## src/rtl/ifu_pkg.sv

```systemverilog
// ============================================================================
// Module   : ifu_pkg
// Purpose  : Shared types and constants for the instruction fetch unit.
//            Provides the fetch FSM state encoding, the prefetch entry
//            layout and the default reset PC.
// Ports    : none (package)
// Revision : 1.0 - initial release
// ============================================================================
`default_nettype none

package ifu_pkg;

  localparam int          INSTR_W          = 32;
  localparam logic [31:0] INSTR_NOP        = 32'h0000_0013;
  localparam logic [31:0] RESET_PC_DEFAULT = 32'h0200_0000;

  typedef enum logic [2:0] {
    ST_IDLE  = 3'd0,
    ST_REQ   = 3'd1,
    ST_WAIT  = 3'd2,
    ST_DRAIN = 3'd3,
    ST_HALT  = 3'd4
  } ifu_state_e;

  typedef struct packed {
    logic [INSTR_W-1:0] instr;
    logic [31:0]        pc;
    logic               fault;
  } ifu_entry_t;

  localparam int ENTRY_W = $bits(ifu_entry_t);

  function automatic logic is_misaligned(input logic [31:0] addr);
    return addr[1:0] != 2'b00;
  endfunction

endpackage

`default_nettype wire

```

## src/rtl/ifu_fifo.sv

```systemverilog
// ============================================================================
// Module   : ifu_fifo
// Purpose  : Synchronous prefetch FIFO holding fetched entries.
//            flush dominates push and pop; a push into a full FIFO is
//            accepted only when a pop frees a slot in the same cycle.
// Ports    : clk, rst_n        - clock, async active-low reset
//            flush             - drop all entries
//            push, push_data   - write an entry
//            pop               - consume the head entry
//            head              - current head entry (stale when empty)
//            full, empty, count- occupancy status
// Revision : 1.0 - initial release
// ============================================================================
`default_nettype none

module ifu_fifo
  import ifu_pkg::*;
#(
  parameter int DEPTH = 2
) (
  input  logic                   clk,
  input  logic                   rst_n,
  input  logic                   flush,
  input  logic                   push,
  input  logic [ENTRY_W-1:0]     push_data,
  input  logic                   pop,
  output logic [ENTRY_W-1:0]     head,
  output logic                   full,
  output logic                   empty,
  output logic [$clog2(DEPTH):0] count
);

  localparam int AW = $clog2(DEPTH);

  logic [ENTRY_W-1:0] mem_q [DEPTH];
  logic [ENTRY_W-1:0] mem_d [DEPTH];
  logic [AW:0]        wr_ptr_q, wr_ptr_d;
  logic [AW:0]        rd_ptr_q, rd_ptr_d;
  logic               do_push, do_pop;

  // Pointers carry one extra wrap bit to tell full from empty.
  assign empty   = (wr_ptr_q == rd_ptr_q);
  assign full    = (wr_ptr_q[AW] != rd_ptr_q[AW]) &&
                   (wr_ptr_q[AW-1:0] == rd_ptr_q[AW-1:0]);
  assign count   = wr_ptr_q - rd_ptr_q;
  assign do_pop  = pop && !empty;
  assign do_push = push && (!full || do_pop);
  assign head    = mem_q[rd_ptr_q[AW-1:0]];

  always_comb begin
    mem_d    = mem_q;
    wr_ptr_d = wr_ptr_q;
    rd_ptr_d = rd_ptr_q;
    if (flush) begin
      wr_ptr_d = '0;
      rd_ptr_d = '0;
    end else begin
      if (do_push) begin
        mem_d[wr_ptr_q[AW-1:0]] = push_data;
        wr_ptr_d                = wr_ptr_q + 1'b1;
      end
      if (do_pop) begin
        rd_ptr_d = rd_ptr_q + 1'b1;
      end
    end
  end

  always_ff @(posedge clk or negedge rst_n) begin
    if (!rst_n) begin
      wr_ptr_q <= '0;
      rd_ptr_q <= '0;
      for (int i = 0; i < DEPTH; i++) begin
        mem_q[i] <= '0;
      end
    end else begin
      wr_ptr_q <= wr_ptr_d;
      rd_ptr_q <= rd_ptr_d;
      mem_q    <= mem_d;
    end
  end

endmodule

`default_nettype wire

```

## src/rtl/instr_fetch_unit.sv

```systemverilog
// ============================================================================
// Module   : instr_fetch_unit
// Purpose  : Instruction fetch front end. Holds the fetch PC, issues word
//            reads over a req/gnt/rvalid handshake (one outstanding at most),
//            buffers returned words with their PC in a prefetch FIFO and
//            presents the head to the decoder. A redirect flushes the FIFO
//            and restarts fetch at the target.
// Ports    : clk, rst_n                 - clock, async active-low reset
//            redirect_valid/pc          - restart fetch at redirect_pc
//            imem_req/addr/gnt          - request side of the memory port
//            imem_rvalid/rdata/err      - response side of the memory port
//            instruction_code/instr_pc  - FIFO head, zero when empty
//            en, dec_ready              - head valid / head consumed
//            fetch_fault                - head is a fault entry
//            fetch_cnt, stall_cnt       - perf counters (IFU_PERF_CNT_EN)
// Macros   : IFU_PERF_CNT_EN - adds fetch/stall performance counters
// Revision : 1.0 - initial release
// ============================================================================
`default_nettype none

module instr_fetch_unit
  import ifu_pkg::*;
#(
  parameter logic [31:0] RESET_PC   = RESET_PC_DEFAULT,
  parameter int          FIFO_DEPTH = 2
) (
  input  logic        clk,
  input  logic        rst_n,
  input  logic        redirect_valid,
  input  logic [31:0] redirect_pc,
  output logic        imem_req,
  output logic [31:0] imem_addr,
  input  logic        imem_gnt,
  input  logic        imem_rvalid,
  input  logic [31:0] imem_rdata,
  input  logic        imem_err,
  output logic [31:0] instruction_code,
  output logic [31:0] instr_pc,
  output logic        en,
  output logic        fetch_fault,
`ifdef IFU_PERF_CNT_EN
  output logic [31:0] fetch_cnt,
  output logic [31:0] stall_cnt,
`endif
  input  logic        dec_ready
);

  localparam int CNT_W = $clog2(FIFO_DEPTH) + 1;

  ifu_state_e         state_q, state_d;
  logic [31:0]        fetch_pc_q, fetch_pc_d;
  logic [31:0]        req_pc_q, req_pc_d;
  logic               drop_q, drop_d;
  logic               flt_pend_q, flt_pend_d;

  logic               fifo_flush, fifo_push, fifo_pop;
  logic               fifo_full, fifo_empty;
  logic [CNT_W-1:0]   fifo_count;
  logic [ENTRY_W-1:0] head_bits;
  ifu_entry_t         push_entry, head_entry;
  logic               room, granted, redirect_misaligned;

  // Occupancy plus the in-flight request must leave a free slot, so the
  // returning word can always be pushed.
  assign room = (int'(fifo_count) + int'(state_q == ST_WAIT)) < FIFO_DEPTH;

  // drop_q masks the request for one cycle after a redirect so the address
  // is never swapped under a pending, ungranted request.
  assign imem_req  = (state_q == ST_REQ) && room && !drop_q;
  assign imem_addr = (state_q == ST_REQ) ? fetch_pc_q : '0;
  assign granted   = imem_req && imem_gnt;

  assign redirect_misaligned = is_misaligned(redirect_pc);

  assign en               = !fifo_empty;
  assign fifo_pop         = en && dec_ready;
  assign head_entry       = ifu_entry_t'(head_bits);
  assign instruction_code = en ? head_entry.instr : '0;
  assign instr_pc         = en ? head_entry.pc    : '0;
  assign fetch_fault      = en && head_entry.fault;

  always_comb begin
    state_d    = state_q;
    fetch_pc_d = fetch_pc_q;
    req_pc_d   = req_pc_q;
    drop_d     = redirect_valid;
    flt_pend_d = 1'b0;
    fifo_flush = 1'b0;
    fifo_push  = 1'b0;
    push_entry = '0;

    case (state_q)
      ST_IDLE: state_d = ST_REQ;
      ST_REQ: begin
        if (granted) begin
          req_pc_d   = fetch_pc_q;
          fetch_pc_d = fetch_pc_q + 32'd4;
          state_d    = ST_WAIT;
        end
      end
      ST_WAIT: begin
        if (imem_rvalid) begin
          fifo_push        = 1'b1;
          push_entry.instr = imem_err ? '0 : imem_rdata;
          push_entry.pc    = req_pc_q;
          push_entry.fault = imem_err;
          state_d          = imem_err ? ST_HALT : ST_REQ;
        end
      end
      ST_DRAIN: begin
        if (imem_rvalid) begin
          state_d = ST_REQ;
        end
      end
      ST_HALT: begin
        // Misaligned-redirect fault is pushed one cycle late because the
        // redirect cycle itself flushes the FIFO.
        if (flt_pend_q) begin
          fifo_push        = 1'b1;
          push_entry.instr = '0;
          push_entry.pc    = fetch_pc_q;
          push_entry.fault = 1'b1;
        end
      end
      default: state_d = ST_IDLE;
    endcase

    if (redirect_valid) begin
      fifo_flush = 1'b1;
      fifo_push  = 1'b0;
      fetch_pc_d = redirect_pc;
      if (redirect_misaligned) begin
        state_d    = ST_HALT;
        flt_pend_d = 1'b1;
      end else if (((state_q == ST_WAIT) || (state_q == ST_DRAIN)) && !imem_rvalid) begin
        state_d = ST_DRAIN;
      end else if (granted) begin
        // Granted this very cycle: its response is still to come.
        state_d = ST_DRAIN;
      end else begin
        state_d = ST_REQ;
      end
    end
  end

  always_ff @(posedge clk or negedge rst_n) begin
    if (!rst_n) begin
      state_q    <= ST_IDLE;
      fetch_pc_q <= RESET_PC;
      req_pc_q   <= '0;
      drop_q     <= 1'b0;
      flt_pend_q <= 1'b0;
    end else begin
      state_q    <= state_d;
      fetch_pc_q <= fetch_pc_d;
      req_pc_q   <= req_pc_d;
      drop_q     <= drop_d;
      flt_pend_q <= flt_pend_d;
    end
  end

  ifu_fifo #(
    .DEPTH (FIFO_DEPTH)
  ) u_fifo (
    .clk       (clk),
    .rst_n     (rst_n),
    .flush     (fifo_flush),
    .push      (fifo_push),
    .push_data (push_entry),
    .pop       (fifo_pop),
    .head      (head_bits),
    .full      (fifo_full),
    .empty     (fifo_empty),
    .count     (fifo_count)
  );

`ifdef IFU_PERF_CNT_EN
  logic [31:0] fetch_cnt_q, fetch_cnt_d;
  logic [31:0] stall_cnt_q, stall_cnt_d;

  always_comb begin
    fetch_cnt_d = fetch_cnt_q + {31'd0, fifo_pop};
    stall_cnt_d = stall_cnt_q + {31'd0, (!en && (state_q != ST_HALT))};
  end

  always_ff @(posedge clk or negedge rst_n) begin
    if (!rst_n) begin
      fetch_cnt_q <= '0;
      stall_cnt_q <= '0;
    end else begin
      fetch_cnt_q <= fetch_cnt_d;
      stall_cnt_q <= stall_cnt_d;
    end
  end

  assign fetch_cnt = fetch_cnt_q;
  assign stall_cnt = stall_cnt_q;
`endif

endmodule

`default_nettype wire

```

## config.mk

```make
export PLATFORM = sky130hd
export DESIGN_NAME = instr_fetch_unit
export DESIGN_NICKNAME = d
export VERILOG_FILES = /design/src/rtl/ifu_pkg.sv /design/src/rtl/ifu_fifo.sv /design/src/rtl/instr_fetch_unit.sv
export SDC_FILE = /design/constraint.sdc
export NUM_CORES = 1
export LEC_CHECK = 0
export ABC_AREA = 1
export BUFFER_PORTS_ARGS = -buffer_cell sky130_fd_sc_hd__buf_2
export CELL_PAD_IN_SITES_DETAIL_PLACEMENT = 0
export CELL_PAD_IN_SITES_GLOBAL_PLACEMENT = 1
export CORE_MARGIN = 4
export CORE_UTILIZATION = 35
export DETAILED_ROUTE_END_ITERATION = 12
export GPL_TIMING_DRIVEN = 0
export HOLD_SLACK_MARGIN = 0.06
export PLACE_DENSITY_LB_ADDON = 0.12
export SKIP_CTS_REPAIR_TIMING = 1
export SLEW_MARGIN = 20
export SYNTH_ARGS = -nofsm -noshare
export SYNTH_HDL_FRONTEND = slang
export SYNTH_SLANG_ARGS = --single-unit
```

## constraint.sdc

```tcl
create_clock -name clk -period 2.45 [get_ports clk]
set_input_delay 0 -clock clk [delete_from_list [all_inputs] [get_ports clk]]
set_output_delay 0 -clock clk [all_outputs]
set_load 0.05 [all_outputs]
```

After elaboration in Yosys (flattened, before gate mapping):

Cells that the tools add are included.

* output and inout port bits: 99
* input bits: 71
* register bits: 203
* logic and storage cells: 94

* equality and inequality tests: 11
* reduce and logical (&&, ||, !) cells: 26
* order comparisons: 4
* mux-type cells: 36
* add/subtract/negate cells: 5
* bitwise gates (word level): 3

Operators by type and width (count)
* 2-to-1 mux 65 bit: 5
* 2-to-1 mux 32 bit: 7
* bitwise mux 130 bit: 1
* one-hot mux 65 bit (2 select lines): 1
* demux 65 bit (select 1 bit): 1
* 2-to-1 mux 33 bit: 1
* adder 32 x 3 -> 32 bit, second input constant: 1
* 2-to-1 mux 3 bit: 6
* one-hot mux 3 bit (5 select lines): 1
* 2-to-1 mux 2 bit: 6
* logical AND 1 bit: 10
* nonzero test 2 bit: 5
* != test 3 bit, second input constant: 3
* equality test 3 x 2 -> 1 bit, second input constant: 2
* 2-to-1 mux 1 bit: 6
* AND reduction 2 bit: 3
* adder 2 x 1 -> 2 bit, second input constant: 2
* >= comparator 2 bit, second input constant: 2
* zero test 1 bit: 4
* NOT 1 -> 2 bit: 2
* AND reduction 4 bit: 1
* adder 2 x 1 -> 3 bit: 1
* equality test 3 x 1 -> 1 bit, second input constant: 1
* equality test 3 bit, second input constant: 1
* 11 further kinds: 12

Logic depth before layout (Yosys ltp):

* depth in word-level cells: 10
* mapped depth: 11
* mapped depth without buffers: 10

Hierarchy:

From an unflattened synthesis, not the netlist that was laid out.

* cells, all modules: 1696
* area, all modules: 11507.3 µm²

By module, submodules not included
* ifu_fifo: cells an instance 826, times used 1, area each 6427.4 µm²
* instr_fetch_unit: cells an instance 870, times used 1, area each 5079.9 µm²

Worst setup path before layout:

Ideal clock, no wire load.

* path type: register to output
* start point: reg u_fifo.wr_ptr_q[0]
* end point: out instr_pc[22]
* arrival: 1.939 ns
* cell stages (with the launch flop): 7
* path buffers: 1
* setup slack: 0.511 ns
* path through: dfrtp_1 > inv_1 > ha_1 > nand3_1 > clkbuf_1 > nand2_1 > inv_1

* longest elaborated chain between the ends: 2

Ends and longest elaborated chain
* from (decl): RTL line ifu_fifo.sv:37 `logic [AW:0] wr_ptr_q, wr_ptr_d;`
* from (signal assigned): RTL line ifu_fifo.sv:76 `wr_ptr_q <= wr_ptr_d;`
* equality test 2 bit: RTL line ifu_fifo.sv:42 `assign empty = (wr_ptr_q == rd_ptr_q);`
* 2-to-1 mux 32 bit: RTL line instr_fetch_unit.sv:79 `assign instr_pc = en ? head_entry.pc : '0;`
* to (decl): RTL line instr_fetch_unit.sv:38 `output logic [31:0] instr_pc,`

Every way passes these cells.

Worst setup path after layout:

* start point: reg u_fifo.wr_ptr_q[0]
* end point: out instruction_code[25]

* longest elaborated chain between the ends: 2

Ends and longest elaborated chain
* equality test 2 bit: RTL line ifu_fifo.sv:42
* 2-to-1 mux 32 bit: RTL line instr_fetch_unit.sv:78 `assign instruction_code = en ? head_entry.instr : '0;`
* to (decl): RTL line instr_fetch_unit.sv:37 `output logic [31:0] instruction_code,`

Every way passes these cells.

==> impl_metrics.py <==
metrics = {
    "clock_network": {
        "cts.htree.levels": 1,
        "clk_root_buffer_cell": "clkbuf_16",
        "cts_sinks": 203,
        "cts_tree": "yes",
        "cts_buffers": 25,
        "clockBufferDepth": 3,
        "clk_latency_ns": 0.52,
        "path_clk_slew_ns": 0.06,
    },
    "timing": {
        "slew_headroom_pct": 56.2,
        "max_freq_mhz": 429,
        "skew_ns": 0.0152,
        "final-hold-violation-count": 0,
        "finalMaxSlewViolations": 0,
        "min_period_ns": 2.33,
        "setup_violations": 0,
        "fin_setup_tns_ns": 0,
        "fin_crit_sh_pct": 95.2,
        "worst_pin_slew_ns": 0.657,
        "fin_ws_ns": 0.117,
        "rsz0062_at_grt": "true",
    },
    "cells_and_area": {
        "multi_input_area_um2": 4770,
        "regArea_um2": 5080,
        "n_fill_cell": 3260,
        "final_net_count": 1826,
        "n_antenna_cell": 0,
        "syn_to_final_growth_pct": 27.8,
        "drive_above_1_share_pct": 18.4,
        "post-route-util_pct": 45.2,
        "finalInstanceArea_um2": 13800,
    },
    "worst_setup_path": {
        "slowest_delay_ns": 0.41,
        "arrival_ns": 2.33,
        "startpoint_type": "register",
        "r2r_end": "fetch_pc_q[26]",
        "crit_chain": "inv_1 > ha_1 > nand3_2 > buf_6 > clkbuf_4 > nand2_1 > inv_1 > buf_2",
        "crit_top_cell": "inv_1",
        "rr_startpoint": "fetch_pc_q[2]",
        "crit_path_top_delay_cell": "dfrtp_1",
        "crit_family": "buffers and inverters",
        "rr_worst_depth": 10,
        "setup.worst_path.class": "reg -> out",
        "required_ns": 2.45,
        "r2r_slack_ns": 0.29,
        "cp_max_fo": 10,
        "end_kind": "output port",
        "cp_num_buf_inv": 5,
    },
    "power_and_ir_drop": {
        "power_frac_seq_pct": 36.6,
        "power.leakage_nw": 7.27,
        "clockPowerShare_pct": 29.6,
        "power.switching_mw": 4.91,
        "p_int_mw": 7.51,
        "p_sw_share_pct": 39.5,
        "ir_worst_vdd_mv": 0.472,
        "power_density_nw_per_um2": 901,
        "p_comb_share_pct": 33.8,
        "power_mw": 12.4,
    },
    "synthesis": {
        "yosysMostFrequentCell": "nand2_1",
        "yosysWarnings": 0,
        "synth_edf_count": 0,
        "synth.distinct_cells": 31,
        "synthTopCellsByCount": "nand2_1 (657), dfrtp_1 (202), inv_1 (115), nor2_1 (105), o21ai_1 (92)",
        "postSynthCellCount": 1485,
        "synth_top_area_share_pct": 46.8,
        "synth_area_leaders": "dfrtp_1 (47%), nand2_1 (23%), o21ai_1 (4.3%)",
        "synth-main-ff-cell": "dfrtp_1",
        "synth-seq-cells": 203,
        "avgSynthCellArea_um2": 7.27,
        "ys_seq_area_share_pct": 47.1,
        "ys_async_sr_fraction_pct": 100,
        "synth_nets": 1558,
        "syn-cell-area_um2": 10800,
        "yosys.area.top_type": "dfrtp_1",
    },
    "die": {
        "num_io_pins": 170,
        "std_cell_rows": 64,
        "core_area_um2": 30500,
        "die_w_um": 184,
        "dieArea_um2": 33700,
        "initial_utilization_pct": 35.4,
        "die_h_um": 184,
    },
    "place": {
        "pre_cts_slack_ns": 0.122,
        "gp_congestion": 0.959,
        "placed_area_um2": 12200,
        "portBuffers": 169,
        "dp.final_hpwl_mm": 25.6,
    },
    "global_route": {
        "grt_pass1_wl_mm": 55.1,
        "grt_overflow": 0,
        "grt_max_degree": 84,
        "grt_usage_pct": 20.5,
        "grt_pass1_vias": 10019,
        "antenna_found_initial": 0,
    },
    "flow_run": {
        "maxCapViolations": 0,
    },
    "routing": {
        "drt_iter0_markers": 676,
        "vias": 10179,
        "wl_per_cell_um": 16.2,
        "viasPerCell": 4.70,
        "wl_mm": 35.0,
        "postRouteAntennaNets": 0,
        "drc": 0,
        "drtPass1Iterations": 7,
    },
    "min_path": {
        "hold_class": "in -> async",
    },
    "status": {
        "outcome": "finished, final reports clean",
    },
}
placed cells by master, fill, tap and decap left out, types with 6 or more instances in the layout:
cell type,Yosys,final
dfrtp_1,202,202
a22oi_1,32,32
clkbuf_16,0,25
clkbuf_2,1,14
buf_2,14,172
nand3_1,56,55
dlygate4sd3_1,0,69
nand4_1,6,6
clkbuf_4,0,6
or2_2,6,6
nand2_1,657,657
nor2_1,105,105
inv_1,115,115
a21oi_1,17,17
o21ai_2,38,38
o21ai_0,51,51
buf_6,21,22
buf_4,3,8
clkbuf_8,0,9
clkbuf_1,36,32
o21ai_1,92,92
how the worst max path moves through the flow:
stage / start / to / slack (ns) / cells past startpoint
global placement: rst_n / fetch_pc_q[30] / -2.33 / 1
floorplan: u_fifo.wr_ptr_q[0] / instr_pc[22] / 0.51 / 6
CTS: u_fifo.wr_ptr_q[0] / instruction_code[25] / -0.44 / 8
detailed placement: u_fifo.wr_ptr_q[0] / instruction_code[25] / 0.12 / 8
finish: u_fifo.wr_ptr_q[0] / instruction_code[25] / 0.12 / 8
global route: u_fifo.wr_ptr_q[0] / instruction_code[27] / -0.02 / 8
through the flow:
stage	hold slack (ns)	std cells
final	0.0669	2166
after global routing	0.0870	2166
after CTS	-0.631	2096
after detailed placement	-0.0768	2052
after global placement	0.126	2050
after floorplan	-0.296	1485
power groups by stage:
| stage | clock [mW] | sequential (mW) | combinational (mW) |
|---|---|---|---|
| 2_1_floorplan | 0 | 4.45 | 2.88 |
| 3_3_place_gp | 0 | 4.58 | 4.07 |
| 3_5_place_dp | 0 | 4.59 | 4.10 |
| 4_1_cts | 3.77 | 4.54 | 4.11 |
| 5_1_grt | 3.91 | 4.64 | 4.72 |
| 6_report | 3.68 | 4.55 | 4.20 |
cell type report:
cell class	count	share of cell area (%)
sequential	203	36.8
multi-input combinational	1080	34.6
timing repair buffer	241	12.0
clock buffer	39	5.57
buffer	82	3.81
tap	396	3.59
inverter	120	3.27
clock inverter	5	0.363
worst register-to-register path, stage by stage (launching register included):
cell	delay [ns]
dfrtp_1	0.51
ha_1	0.38
nand3_1	0.22
inv_1	0.26
nand2_1	0.17
inv_1	0.19
nand2_1	0.08
nand2_1	0.06
nand3_1	0.07
nand2_1	0.07
nand2_1	0.04
per-layer routing:
layer / wire [µm] / global-route usage, %
met1: 16300 / 28.6
met2: 16100 / 33.8
met3: 1500 / 2.49
met4: 1010 / 5.81
met5: 0 / 0
logic make-up after synthesis:
family,Yosys count,synth area share [%]
and+or+nand+nor,840,30.6
AOI/OAI and AO/OA,238,13.4
DFF,203,47.1
buffers and inverters,202,8.77
adders and majority gates,2,0.232
flip-flops by register name, summed over array words and instances (netlist names):
register	count
u_fifo.mem_q	130
req_pc_q	32
fetch_pc_q	32
u_fifo.rd_ptr_q	2
drop_q	1
u_fifo.wr_ptr_q	2
flt_pend_q	1
state_q	3
Power figures use the tool's default switching activity.
